File: config.mk
export PLATFORM = sky130hd
export DESIGN_NAME = pc_fetch_unit
export DESIGN_NICKNAME = d
export VERILOG_FILES = /design/src/rtl/pc_fetch_unit.sv
export SDC_FILE = /design/constraint.sdc
export NUM_CORES = 1
export LEC_CHECK = 0
export BUFFER_PORTS_ARGS = -buffer_cell sky130_fd_sc_hd__clkbuf_2
export CAP_MARGIN = 30
export CELL_PAD_IN_SITES_DETAIL_PLACEMENT = 1
export CELL_PAD_IN_SITES_GLOBAL_PLACEMENT = 1
export CORE_AREA = 2 2 99 196
export DETAILED_ROUTE_END_ITERATION = 10
export DIE_AREA = 0 0 101 198
export PLACE_DENSITY = 0.85
export RECOVER_POWER = 50
export SYNTH_ARGS = -nofsm -noshare
export SYNTH_HDL_FRONTEND = slang
export SYNTH_SLANG_ARGS = --single-unit
File: constraint.sdc
create_clock -name clk -period 3.6 [get_ports clk]
set_input_delay 0.36 -clock clk [delete_from_list [all_inputs] [get_ports clk]]
set_output_delay 0.36 -clock clk [all_outputs]
set_load 0.05 [all_outputs]
File: src/rtl/pc_fetch_unit.sv
// PC register and single-outstanding instruction-fetch sequencer feeding the IF/ID stage.
// Optional build macro PC_MISALIGN_EN adds a pc_misalign pulse for misaligned redirect targets.
module pc_fetch_unit #(
   parameter logic [31:0] RESET_PC = 32'h0000_3000
) (
   input  logic        clk,
   input  logic        rst,
   output logic        imem_req,
   output logic [31:0] imem_addr,
   input  logic        imem_gnt,
   input  logic        imem_rvalid,
   input  logic [31:0] imem_rdata,
   input  logic        redirect_valid,
   input  logic [31:0] redirect_pc,
   output logic        if_valid,
   input  logic        if_ready,
   output logic [31:0] if_instr,
   output logic [31:0] if_pc,
   output logic [31:0] if_pc4
`ifdef PC_MISALIGN_EN
   ,
   output logic        pc_misalign
`endif
);

   localparam logic [2:0] S_IDLE = 3'd0;
   localparam logic [2:0] S_REQ  = 3'd1;
   localparam logic [2:0] S_WAIT = 3'd2;
   localparam logic [2:0] S_OUT  = 3'd3;
   localparam logic [2:0] S_DROP = 3'd4;

   localparam logic [31:0] RESET_PC_ALIGNED = {RESET_PC[31:2], 2'b00};

   logic [2:0]  state_q, state_d;
   logic [31:0] pc_q, pc_d;
   logic        if_valid_q, if_valid_d;
   logic [31:0] if_instr_q, if_instr_d;
   logic [31:0] if_pc_q, if_pc_d;
   logic [31:0] if_pc4_q, if_pc4_d;

   logic [31:0] pc_plus4;
   logic [31:0] redirect_tgt;
   logic        redir_taken;

   assign pc_plus4     = pc_q + 32'd4;
   assign redirect_tgt = {redirect_pc[31:2], 2'b00};

   always_comb begin
      state_d     = state_q;
      pc_d        = pc_q;
      if_valid_d  = if_valid_q;
      if_instr_d  = if_instr_q;
      if_pc_d     = if_pc_q;
      if_pc4_d    = if_pc4_q;
      redir_taken = 1'b0;

      case (state_q)
         S_IDLE: begin
            state_d = S_REQ;
         end

         S_REQ: begin
            if (redirect_valid) begin
               pc_d        = redirect_tgt;
               redir_taken = 1'b1;
               // A granted request now carries the stale address; its response must be dropped.
               state_d     = imem_gnt ? S_DROP : S_REQ;
            end else if (imem_gnt) begin
               state_d = S_WAIT;
            end
         end

         S_WAIT: begin
            if (redirect_valid) begin
               pc_d        = redirect_tgt;
               redir_taken = 1'b1;
               state_d     = imem_rvalid ? S_REQ : S_DROP;
            end else if (imem_rvalid) begin
               if_instr_d = imem_rdata;
               if_pc_d    = pc_q;
               if_pc4_d   = pc_plus4;
               if_valid_d = 1'b1;
               state_d    = S_OUT;
            end
         end

         S_DROP: begin
            if (redirect_valid) begin
               pc_d        = redirect_tgt;
               redir_taken = 1'b1;
            end
            if (imem_rvalid) begin
               state_d = S_REQ;
            end
         end

         S_OUT: begin
            // Redirect wins over acceptance and squashes the held instruction.
            if (redirect_valid) begin
               pc_d        = redirect_tgt;
               redir_taken = 1'b1;
               if_valid_d  = 1'b0;
               state_d     = S_REQ;
            end else if (if_ready) begin
               pc_d       = pc_plus4;
               if_valid_d = 1'b0;
               state_d    = S_REQ;
            end
         end

         default: begin
            state_d    = S_IDLE;
            if_valid_d = 1'b0;
         end
      endcase
   end

   always_ff @(posedge clk or posedge rst) begin
      if (rst) begin
         state_q    <= S_IDLE;
         pc_q       <= RESET_PC_ALIGNED;
         if_valid_q <= 1'b0;
         if_instr_q <= 32'd0;
         if_pc_q    <= 32'd0;
         if_pc4_q   <= 32'd0;
      end else begin
         state_q    <= state_d;
         pc_q       <= pc_d;
         if_valid_q <= if_valid_d;
         if_instr_q <= if_instr_d;
         if_pc_q    <= if_pc_d;
         if_pc4_q   <= if_pc4_d;
      end
   end

   assign imem_req  = (state_q == S_REQ);
   assign imem_addr = pc_q;
   assign if_valid  = if_valid_q;
   assign if_instr  = if_instr_q;
   assign if_pc     = if_pc_q;
   assign if_pc4    = if_pc4_q;

`ifdef PC_MISALIGN_EN
   logic pc_misalign_q, pc_misalign_d;

   assign pc_misalign_d = redir_taken && (redirect_pc[1:0] != 2'b00);

   always_ff @(posedge clk or posedge rst) begin
      if (rst) begin
         pc_misalign_q <= 1'b0;
      end else begin
         pc_misalign_q <= pc_misalign_d;
      end
   end

   assign pc_misalign = pc_misalign_q;
`else
   // Low redirect bits are dropped silently in this build.
   logic unused_redirect;
   assign unused_redirect = ^{redirect_pc[1:0], redir_taken};
`endif

endmodule

==> metrics.txt <==
# placed instances=1,052; flip-flop and latch count after synthesis=126; proportion of synthesized chip area in sequential cells=52.67%; final max-slew violation count=~130; switching portion of total power=roughly 55%; detailed-route via count=5,564; CTS H-tree depth=4; delay of the slowest critical-path stage=between 1 and 1.5 ns; GPL Wtd Cong=0.7760; post-CTS repair timing setup buffer count=0; # fillers=2,304; worst IR drop on VDD=414.7 uV; sequence of cells on the critical path=clkbuf_2 > clkinvlp_2 > clkbuf_2; effective utilization at floorplan=32.11%; number of warning messages in the yosys log=0; post-layout utilization of the core=40.51%; first-pass GRT wire length=roughly 30,000 microns; actual slew at the worst max-slew pin=1.767 ns; master of the slowest instance on the critical path=clkbuf_2; Starting DRT DRC Count=343; static leakage=3.702 nW; initial antenna violation count=1; element type at the critical path start=primary input; number of enable-type register cells in the synthesized netlist=0; total number of nets in the final design=923; tightest slew margin relative to the limit=-17.82%; worst hold slack=~0.12 ns; final setup fails=0; pin count of the biggest net entering global routing=65; RSZ-0062 raised after global routing=no; clock slew seen by the registers of the worst setup and hold paths=~0.06 ns; cell count after synthesis=684; sequential group share of total power=31.7%; Die Outline Area=approximately 20,000 sq um; Final ANT Viol Nets=0; combined global-route utilization of all metal layers=20.13%; vertical extent of the die=198 microns; class of the most critical hold timing path=primary input to register; DRC errors left=0; count of clock tree sinks=126; clock network fraction of total power=19.0%; Netlist cell types=50; area fraction of the dominant cell type after synthesis=51.80%; vias in the first global route=approximately 5,700; CP Max Fanout=64; number of maximum-capacitance violations=3; final cell count without fillers=roughly 1,100; synthesized-area fraction occupied by xor and xnor cells=4.094%; post-CTS sizing=0; vias per cell=5.128; final hold violation count=0; Post-synth ARST share=between 90% and 100%; length of the first detailed-routing pass in iterations=4; Crit. End Element=async pin; Std-Cell Core Area=between 15,000 and 20,000 sq um; cell type with the highest occurrence count on the critical path=clkbuf_2; violated checks=max-capacitance violations, max-slew violations; adder and majority cell fraction of the synthesized area=0.2089%; highest clock rate=377.5 MHz; Min Clock Period, post-route=2.649 ns; biggest area contributors in the synthesized netlist=dfrtp_1 52%, nand2_1 16%, xor2_1 3.1%; placed cell areas=around 7000 sq um; count of hold buffers inserted by post-cts repair=0; share of the synthesized area in compound gates (AO/OA/AOI/OAI)=11.68%; total detailed-routing wirelength=20,020 microns; aggregate negative setup slack=0 ns; Switching Power=4.814 mW; P&R area growth vs syn=26.15%; average cell area after synthesis=approximately 8.8 sq um; multiplexer area fraction after synthesis=less than 1%; number of buffers on the longest clock path=2; root buf cell=clkbuf_16; power density over the cells=1164 nW/um^2; number of top-level pins=200; Comb power frac=between 40% and 50%; WS Path Type=primary input to async pin; required time reported for the critical path endpoint=3.80 ns; summed instance area of the synthesized netlist=approximately 6000 sq um; die extent in x=101 microns; CTS tree=yes; result of the run=finished with violations; leading register cell type out of synthesis=dfrtp_1; post-route fraction of the period consumed by the critical path=73.58%; TritonCTS buffer count=17; clock latency at the later pin of the worst-skew pair=0.43 ns; top cell type by total area after synthesis=dfrtp_1; fraction of final layout cells sized beyond drive strength 1=22.08%; arrival time worst endpoint=2.85 ns; wire length per cell=18.46 microns; cell internal pwr=3.982 mW; Detail Placement HPWL=14,240 microns; largest family of logic cells by synthesized area=simple AND/OR/NAND/NOR gates; number of buffers inserted by port buffering=around 190; fraction of the mapped netlist area in simple logic gates=approximately 26%; Setup Skew=0.009104 ns; standard-cell rows=71; gr ovfl total=0; summed area of non-filler cells in the final layout=7557 sq um
-- metal layers --
metal | wire length [microns] | vias up | global-route usage (%)
met1 | 7480 | 2741 | 21.31
met2 | 10640 | 163 | 35.68
met3 | 777 | 59 | 4.200
met5 | 0 | - | 0
li1 | - | 2601 | -
met4 | 1121 | 0 | 12.36
-- worst max-delay path: cells and delay by family --
kind,cells,cell delay (ns)
buffers and inverters,3,2.39
-- power by group through the flow --
stage / sequential, mW / clock, mW / combinational (mW)
final: 2.79 / 1.67 / 4.34
after global routing: 2.89 / 1.76 / 4.60
after CTS: 2.79 / 1.71 / 4.46
after floorplan: 4.71 / 0 / 1.29
after global placement: 2.75 / 0 / 4.34
after detailed placement: 2.80 / 0 / 4.43
-- Yosys cell counts, drive strengths merged (4+ instances only) --
library cell,n
a21oi,32
clkbuf,31
o21ai,45
nand3,26
xor2,21
buf,25
nand4,14
xnor2,7
o22ai,15
dfrtp,124
nand2,255
a2bb2oi,12
nor3,5
and3,5
nor2,20
inv,4
-- per-stage QoR --
stage	total power [mW]	setup slack [ns]
6_report	8.796	0.9511
5_1_grt	9.244	0.4939
4_1_cts	8.953	1.131
3_5_place_dp	7.236	1.110
3_3_place_gp	7.090	1.253
2_1_floorplan	5.995	1.414
-- state kept, by name, summed over array words and instances (netlist names) --
register   cells
if_instr      32
state_q        3
if_valid       1
if_pc         30
if_pc4        30
imem_addr     30
-- final timing paths --
kind                                 from       endpoint  slack [ns]  cells after the start
max reg2reg                  imem_addr[6]  imem_addr[27]        1.13                      5
min in group asynchronous             rst     if_pc4[13]        0.29                      2
min                        imem_rdata[13]   if_instr[13]        0.12                      3
min reg2reg                  if_instr[18]   if_instr[18]        0.47                      2
max in group clk             imem_addr[6]  imem_addr[27]        1.13                      5
max                                   rst   imem_addr[3]        0.95                      3
-- logic make-up after synthesis --
group	after synthesis
fa+ha+maj	1
xor+xnor	28
mux	5
flops	126
other cells	1
compound gates	119
simple gates	344
buf+inv	60
-- placed cells by master (no fill, tap or decap), drive strengths merged, types with 2 or more instances in the layout --
cell	count
nor4	2
clkbuf	213
nor3b	2
mux2i	2
o21ai	45
nand3	26
o21a	3
xor2	21
nor2	20
nor3	5
dfstp	2
buf	7
a2bb2oi	12
nand4	14
a31oi	3
o22ai	15
a21oi	32
and2	3
o22a	2
xnor2	7
mux2	3
dfrtp	124
conb	6
a22oi	3
nand2	255
and4	3
inv	4
and3	5
nand3b	3
clkinvlp	2
or3	3
clkinv	9
-- final cells by class --
cell class	count	area (sq um)	share of cell area (%)
clock inverter	12	113.9	1.507
multi-input combinational	503	2582	34.17
antenna	1	2.502	0.03311
clock buffer	20	456.7	6.043
inverter	4	16.27	0.2152
tap	219	274.0	3.626
timing repair buffer	200	955.9	12.65
sequential	126	3156	41.76
Power figures use the tool's default switching activity.
